[src/rtl/ascon_ps_serial.sv]
// Ascon substitution layer (p_C + p_S), column-serial.
// Captures the 320-bit state, adds the round constant to x2[7:0], then runs
// the 64 five-bit columns through NB_SBOX parallel Sboxes, NB_SBOX columns
// per cycle, writing the results back in place.
//
// Ports:
//   clk          system clock, rising edge
//   rst          synchronous active-high reset
//   start        one-cycle request; samples state_in and round_const in IDLE
//   round_const  round constant XORed into x2[7:0] at capture
//   state_in     {x0, x1, x2, x3, x4}, x0 in [319:256]
//   busy         high while columns are being substituted
//   done         one-cycle pulse; state_out valid from this cycle on
//   state_out    substituted state, same packing as state_in

// Ascon 5-bit Sbox, purely combinational; i_x[4] is the x0 bit.
// Ports:
//   i_x  column value {x0, x1, x2, x3, x4}
//   o_y  substituted column, same bit order
module ascon_sbox (
   input  logic [4:0] i_x,
   output logic [4:0] o_y
);
   always_comb begin
      o_y = 5'h00;
      case (i_x)
         5'h00: o_y = 5'h04;  5'h01: o_y = 5'h0b;  5'h02: o_y = 5'h1f;  5'h03: o_y = 5'h14;
         5'h04: o_y = 5'h1a;  5'h05: o_y = 5'h15;  5'h06: o_y = 5'h09;  5'h07: o_y = 5'h02;
         5'h08: o_y = 5'h1b;  5'h09: o_y = 5'h05;  5'h0a: o_y = 5'h08;  5'h0b: o_y = 5'h12;
         5'h0c: o_y = 5'h1d;  5'h0d: o_y = 5'h03;  5'h0e: o_y = 5'h06;  5'h0f: o_y = 5'h1c;
         5'h10: o_y = 5'h1e;  5'h11: o_y = 5'h13;  5'h12: o_y = 5'h07;  5'h13: o_y = 5'h0e;
         5'h14: o_y = 5'h00;  5'h15: o_y = 5'h0d;  5'h16: o_y = 5'h11;  5'h17: o_y = 5'h18;
         5'h18: o_y = 5'h10;  5'h19: o_y = 5'h0c;  5'h1a: o_y = 5'h01;  5'h1b: o_y = 5'h19;
         5'h1c: o_y = 5'h16;  5'h1d: o_y = 5'h0a;  5'h1e: o_y = 5'h0f;  5'h1f: o_y = 5'h17;
         default: o_y = 5'h00;
      endcase
   end
endmodule

module ascon_ps_serial #(
   parameter int unsigned NB_SBOX = 8
) (
   input  logic         clk,
   input  logic         rst,
   input  logic         start,
   input  logic [7:0]   round_const,
   input  logic [319:0] state_in,
   output logic         busy,
   output logic         done,
   output logic [319:0] state_out
);
   localparam int unsigned NB_CYC = 64 / NB_SBOX;
   localparam int unsigned CNT_W  = (NB_CYC > 1) ? $clog2(NB_CYC) : 1;

   typedef enum logic [1:0] {S_IDLE, S_PROC, S_DONE} fsm_t;

   fsm_t                    r_fsm,  w_fsm_nxt;
   logic [CNT_W-1:0]        r_cnt,  w_cnt_nxt;
   logic [4:0][63:0]        r_x,    w_x_nxt;    // [4]=x0 ... [0]=x4
   logic                    r_busy, w_busy_nxt;
   logic                    r_done, w_done_nxt;

   logic [5:0]              w_idx    [NB_SBOX];
   logic [4:0]              w_sb_in  [NB_SBOX];
   logic [4:0]              w_sb_out [NB_SBOX];

   // Column gather: slot k handles column cnt*NB_SBOX + k.
   always_comb begin
      for (int k = 0; k < NB_SBOX; k++) begin
         w_idx[k]   = 6'(7'(r_cnt) * 7'(NB_SBOX) + 7'(k));
         w_sb_in[k] = {r_x[4][w_idx[k]], r_x[3][w_idx[k]], r_x[2][w_idx[k]],
                       r_x[1][w_idx[k]], r_x[0][w_idx[k]]};
      end
   end

   for (genvar g = 0; g < NB_SBOX; g++) begin : g_sbox
      ascon_sbox u_sbox (
         .i_x (w_sb_in[g]),
         .o_y (w_sb_out[g])
      );
   end

   // Next-state, counter and in-place column write-back.
   always_comb begin
      w_fsm_nxt = r_fsm;
      w_cnt_nxt = r_cnt;
      w_x_nxt   = r_x;
      case (r_fsm)
         S_IDLE: begin
            if (start) begin
               w_x_nxt         = state_in;
               w_x_nxt[2][7:0] = state_in[135:128] ^ round_const;
               w_cnt_nxt       = '0;
               w_fsm_nxt       = S_PROC;
            end
         end
         S_PROC: begin
            for (int k = 0; k < NB_SBOX; k++) begin
               w_x_nxt[4][w_idx[k]] = w_sb_out[k][4];
               w_x_nxt[3][w_idx[k]] = w_sb_out[k][3];
               w_x_nxt[2][w_idx[k]] = w_sb_out[k][2];
               w_x_nxt[1][w_idx[k]] = w_sb_out[k][1];
               w_x_nxt[0][w_idx[k]] = w_sb_out[k][0];
            end
            if (r_cnt == CNT_W'(NB_CYC - 1)) begin
               w_cnt_nxt = '0;
               w_fsm_nxt = S_DONE;
            end else begin
               w_cnt_nxt = r_cnt + CNT_W'(1);
            end
         end
         S_DONE:  w_fsm_nxt = S_IDLE;
         default: w_fsm_nxt = S_IDLE;
      endcase
      w_busy_nxt = (w_fsm_nxt == S_PROC);
      w_done_nxt = (w_fsm_nxt == S_DONE);
   end

   always_ff @(posedge clk) begin
      if (rst) begin
         r_fsm  <= S_IDLE;
         r_cnt  <= '0;
         r_x    <= '0;
         r_busy <= 1'b0;
         r_done <= 1'b0;
      end else begin
         r_fsm  <= w_fsm_nxt;
         r_cnt  <= w_cnt_nxt;
         r_x    <= w_x_nxt;
         r_busy <= w_busy_nxt;
         r_done <= w_done_nxt;
      end
   end

   assign busy      = r_busy;
   assign done      = r_done;
   assign state_out = r_x;

endmodule

[config.mk]
export PLATFORM = sky130hd
export DESIGN_NAME = ascon_ps_serial
export DESIGN_NICKNAME = d
export VERILOG_FILES = /design/src/rtl/ascon_ps_serial.sv
export SDC_FILE = /design/constraint.sdc
export NUM_CORES = 1
export LEC_CHECK = 0
export CORE_AREA = 2 2 255 257
export DETAILED_ROUTE_END_ITERATION = 10
export DIE_AREA = 0 0 257 259
export PLACE_DENSITY = 0.58
export SLEW_MARGIN = 20
export SYNTH_ARGS = -nofsm -noshare
export SYNTH_HDL_FRONTEND = slang
export SYNTH_HIERARCHICAL = 1
export SYNTH_SLANG_ARGS = --single-unit
export TNS_END_PERCENT = 20
[constraint.sdc]
create_clock -name clk -period 5.2 [get_ports clk]
set_input_delay 0.52 -clock clk [delete_from_list [all_inputs] [get_ports clk]]
set_output_delay 0.52 -clock clk [all_outputs]
set_load 0.02 [all_outputs]
==> impl_metrics.toml <==
[floorplan]
core-area_um2 = 63900
die_y_um = 259
die_area_um2 = 66600
initial_core_util = 0.308
pin_count = 653
die_w_um = 257
rows = 93

[cells_and_area]
register_area_um2 = 6560
finalNetCount = 2983
drive_above_1_share = 0.112
design_area_um2 = 27900
multi_input_area_um2 = 11700
area_growth_syn_to_layout_pct = 41.8
n_fill_cell = 6116

[logic_synthesis]
synth_edf_count = 0
synth_nets = 2532
yosysUniqueCellTypes = 62
synth_warnings = 6
syn_inst = 2183
synth_most_common_cell = "nor2_1"
synth_commonest_cells = "nor2_1 (340), dfxtp_1 (327), a221oi_1 (297), a22oi_1 (273), clkbuf_1 (140)"
synth_top_area_share = 0.333
seq_area_frac_synth = 0.333
yosys-top-cells-area = "dfxtp_1 (33%), a221oi_1 (13%), a22oi_1 (10%)"
synth.largest_area_cell = "dfxtp_1"
netlist_area_um2 = 19600
syn_area_per_cell_um2 = 9.00
async_flop_share = 0
synth_flop_cell = "dfxtp_1"
yosys_register_bits = 327

[global_routing]
grt_max_degree = 184
grt_pass1_vias = 22873
antenna_found_initial = 5
grt_pass1_wl_um = 167000
grt_use_total = 0.338
overflow = 0

[clocking]
ctsResizeCount = 0
clkSinkCount = 327
cts_buffers = 39
cts.htree.levels = 2
ctsHoldBuffers = 0
clockBufferDepth = 3
path_clk_slew_ns = 0.06
insertion_delay_ns = 0.57
post_cts_buffers = 0
clock-root-buffer = "clkbuf_16"
cts_tree = "yes"

[power]
combinationalPowerShare = 0.350
p_leak_uw = 0.00968
p_int_uw = 5810
power_uw = 9160
power_density_nw_per_um2 = 329
clkPwrFrac = 0.319
peakVddDrop_v = 0.000184
swShare = 0.366
seqPwrFrac = 0.331
p_sw_uw = 3360

[timing]
fin_ws_ns = 0.447
report.final.slew_viol_count = 0
finalCritPeriodShare = 0.914
hold_violations = 0
setup_tns_ns = 0
finalSetupViolCount = 0
fin_crit_ns = 4.75
rsz0062_at_grt = "false"
slew_headroom = 0.200
clock_skew_ns = 0.0163
fmax_ghz = 0.210
whs_ns = 0.544
worst_slew_pin_slew_ns = 1.20

[setup_path]
crit_start = "r_cnt[1]"
crit_path_top_delay_cell = "o21ai_0"
crit_arrival_ns = 5.22
critical_path_required_ns = 5.66
cp_num_buf_inv = 2
path_cells = "buf_12, buf_4, nor3b_1, o21ai_0, o2111ai_1, xnor2_1, xor2_1, o21ai_0, and4b_1, a22oi_1, a221oi_1"
path_max_fanout = 84
crit_path_end_kind = "register"
cpMostUsedCell = "o21ai_0"
path_delay_family = "compound AO/OA/AOI/OAI gates"
max_stage_delay_ns = 0.80
critPathKind = "reg -> reg"
r2r_start = "r_cnt[1]"
cp-start-kind = "register"

[detailed_routing]
routed_wl_um = 119000
drc = 0
wl_per_cell_um = 33.7
wl_met1_um = 44800
ant_nets = 0
top_layer_used = "met5"
vias = 23165
first_pass_iters = 7
wl_met2_um = 55800
viasPerCell = 6.58
drtIter0Drc = 2910
wl_met3_um = 11500

[hold_path]
hp-start = "state_out[253]"
hold_path_class = "reg -> reg"

[placement]
portBuffers = 652
gp_congestion = 0.907
place_area_um2 = 26500
hpwl_um = 82100
place_ws_ns = 0.537

[run]
cap_violations = 0

[status]
run_status = "completed"
## final cells by class
type | count | share of cell area
Clock inverter | 10 | 0.00463
Multi-Input combinational cell | 1530 | 0.419
Clock buffer | 59 | 0.0432
Inverter | 17 | 0.00229
Timing Repair Buffer | 719 | 0.256
Tap cell | 855 | 0.0384
Sequential cell | 327 | 0.236
Antenna cell | 3 | 0.000270
## flip-flops by register name (all words and copies together), names as in the netlist
register   cells
r_cnt          3
busy           1
r_fsm          2
state_out    320
done           1
## worst min-delay path, cell delays in order, from the launching register on
cell and delay [ns]:
dfxtp_1 0.32, nor2_1 0.10, a221oi_1 0.07
## power groups by stage
stage,Combinational (µW),Sequential [µW],Clock (µW)
after floorplan,1440,3230,0
after global placement,3110,3090,0
after detailed placement,3150,3080,0
after CTS,3170,3030,2930
after global routing,3360,3050,3030
final,3200,3040,2920
## layout by cell type (no fill, tap or decap), types with 9 or more instances in the layout
cell type / count
clkdlybuf4s50_1: 651
nor2_1: 339
dfxtp_1: 322
a221oi_1: 297
a22oi_1: 273
a32oi_1: 72
nand2_1: 68
buf_4: 59
a221oi_2: 45
clkbuf_16: 41
mux2i_1: 35
o21ai_0: 34
and4b_1: 31
and4bb_2: 29
mux2_2: 26
xnor2_1: 22
mux4_2: 20
xor2_1: 19
ha_1: 18
a21oi_1: 17
inv_1: 16
nor2b_1: 15
nor3b_1: 11
or2_2: 11
clkbuf_8: 11
o22a_1: 9
and3_1: 9
nand3b_1: 9
## metal layers
| layer | vias up | track usage |
|---|---|---|
| met3 | 378 | 0.0677 |
| met1 | 11442 | 0.419 |
| met2 | 1777 | 0.560 |
| li1 | 9566 | - |
| met5 | - | 0 |
| met4 | 2 | 0.169 |
## cell families after synthesis
family                     after synthesis  share of synthesized area
AOI/OAI and AO/OA                      814                      0.348
and+or+nand+nor                        570                      0.149
DFF                                    327                      0.333
buffers and inverters                  326                     0.0792
muxes                                   85                     0.0587
xor gates and xnor gates                43                     0.0199
adders and majority gates               18                     0.0115
## worst paths after layout
check	end	slack, ns	cells past startpoint
worst max-delay path	state_out[305]	0.45	11
worst min-delay path	state_out[253]	0.54	2
worst max register to register	state_out[305]	0.45	11
worst min register to register	state_out[253]	0.54	2
## through the flow
step | utilization | cells
6_report | 0.436 | 3520
5_1_grt | 0.436 | 3519
4_1_cts | 0.436 | 3517
3_5_place_dp | 0.415 | 3448
3_3_place_gp | 0.415 | 3448
2_1_floorplan | - | 2183
Note: power is estimated with default switching activity, not from simulation.
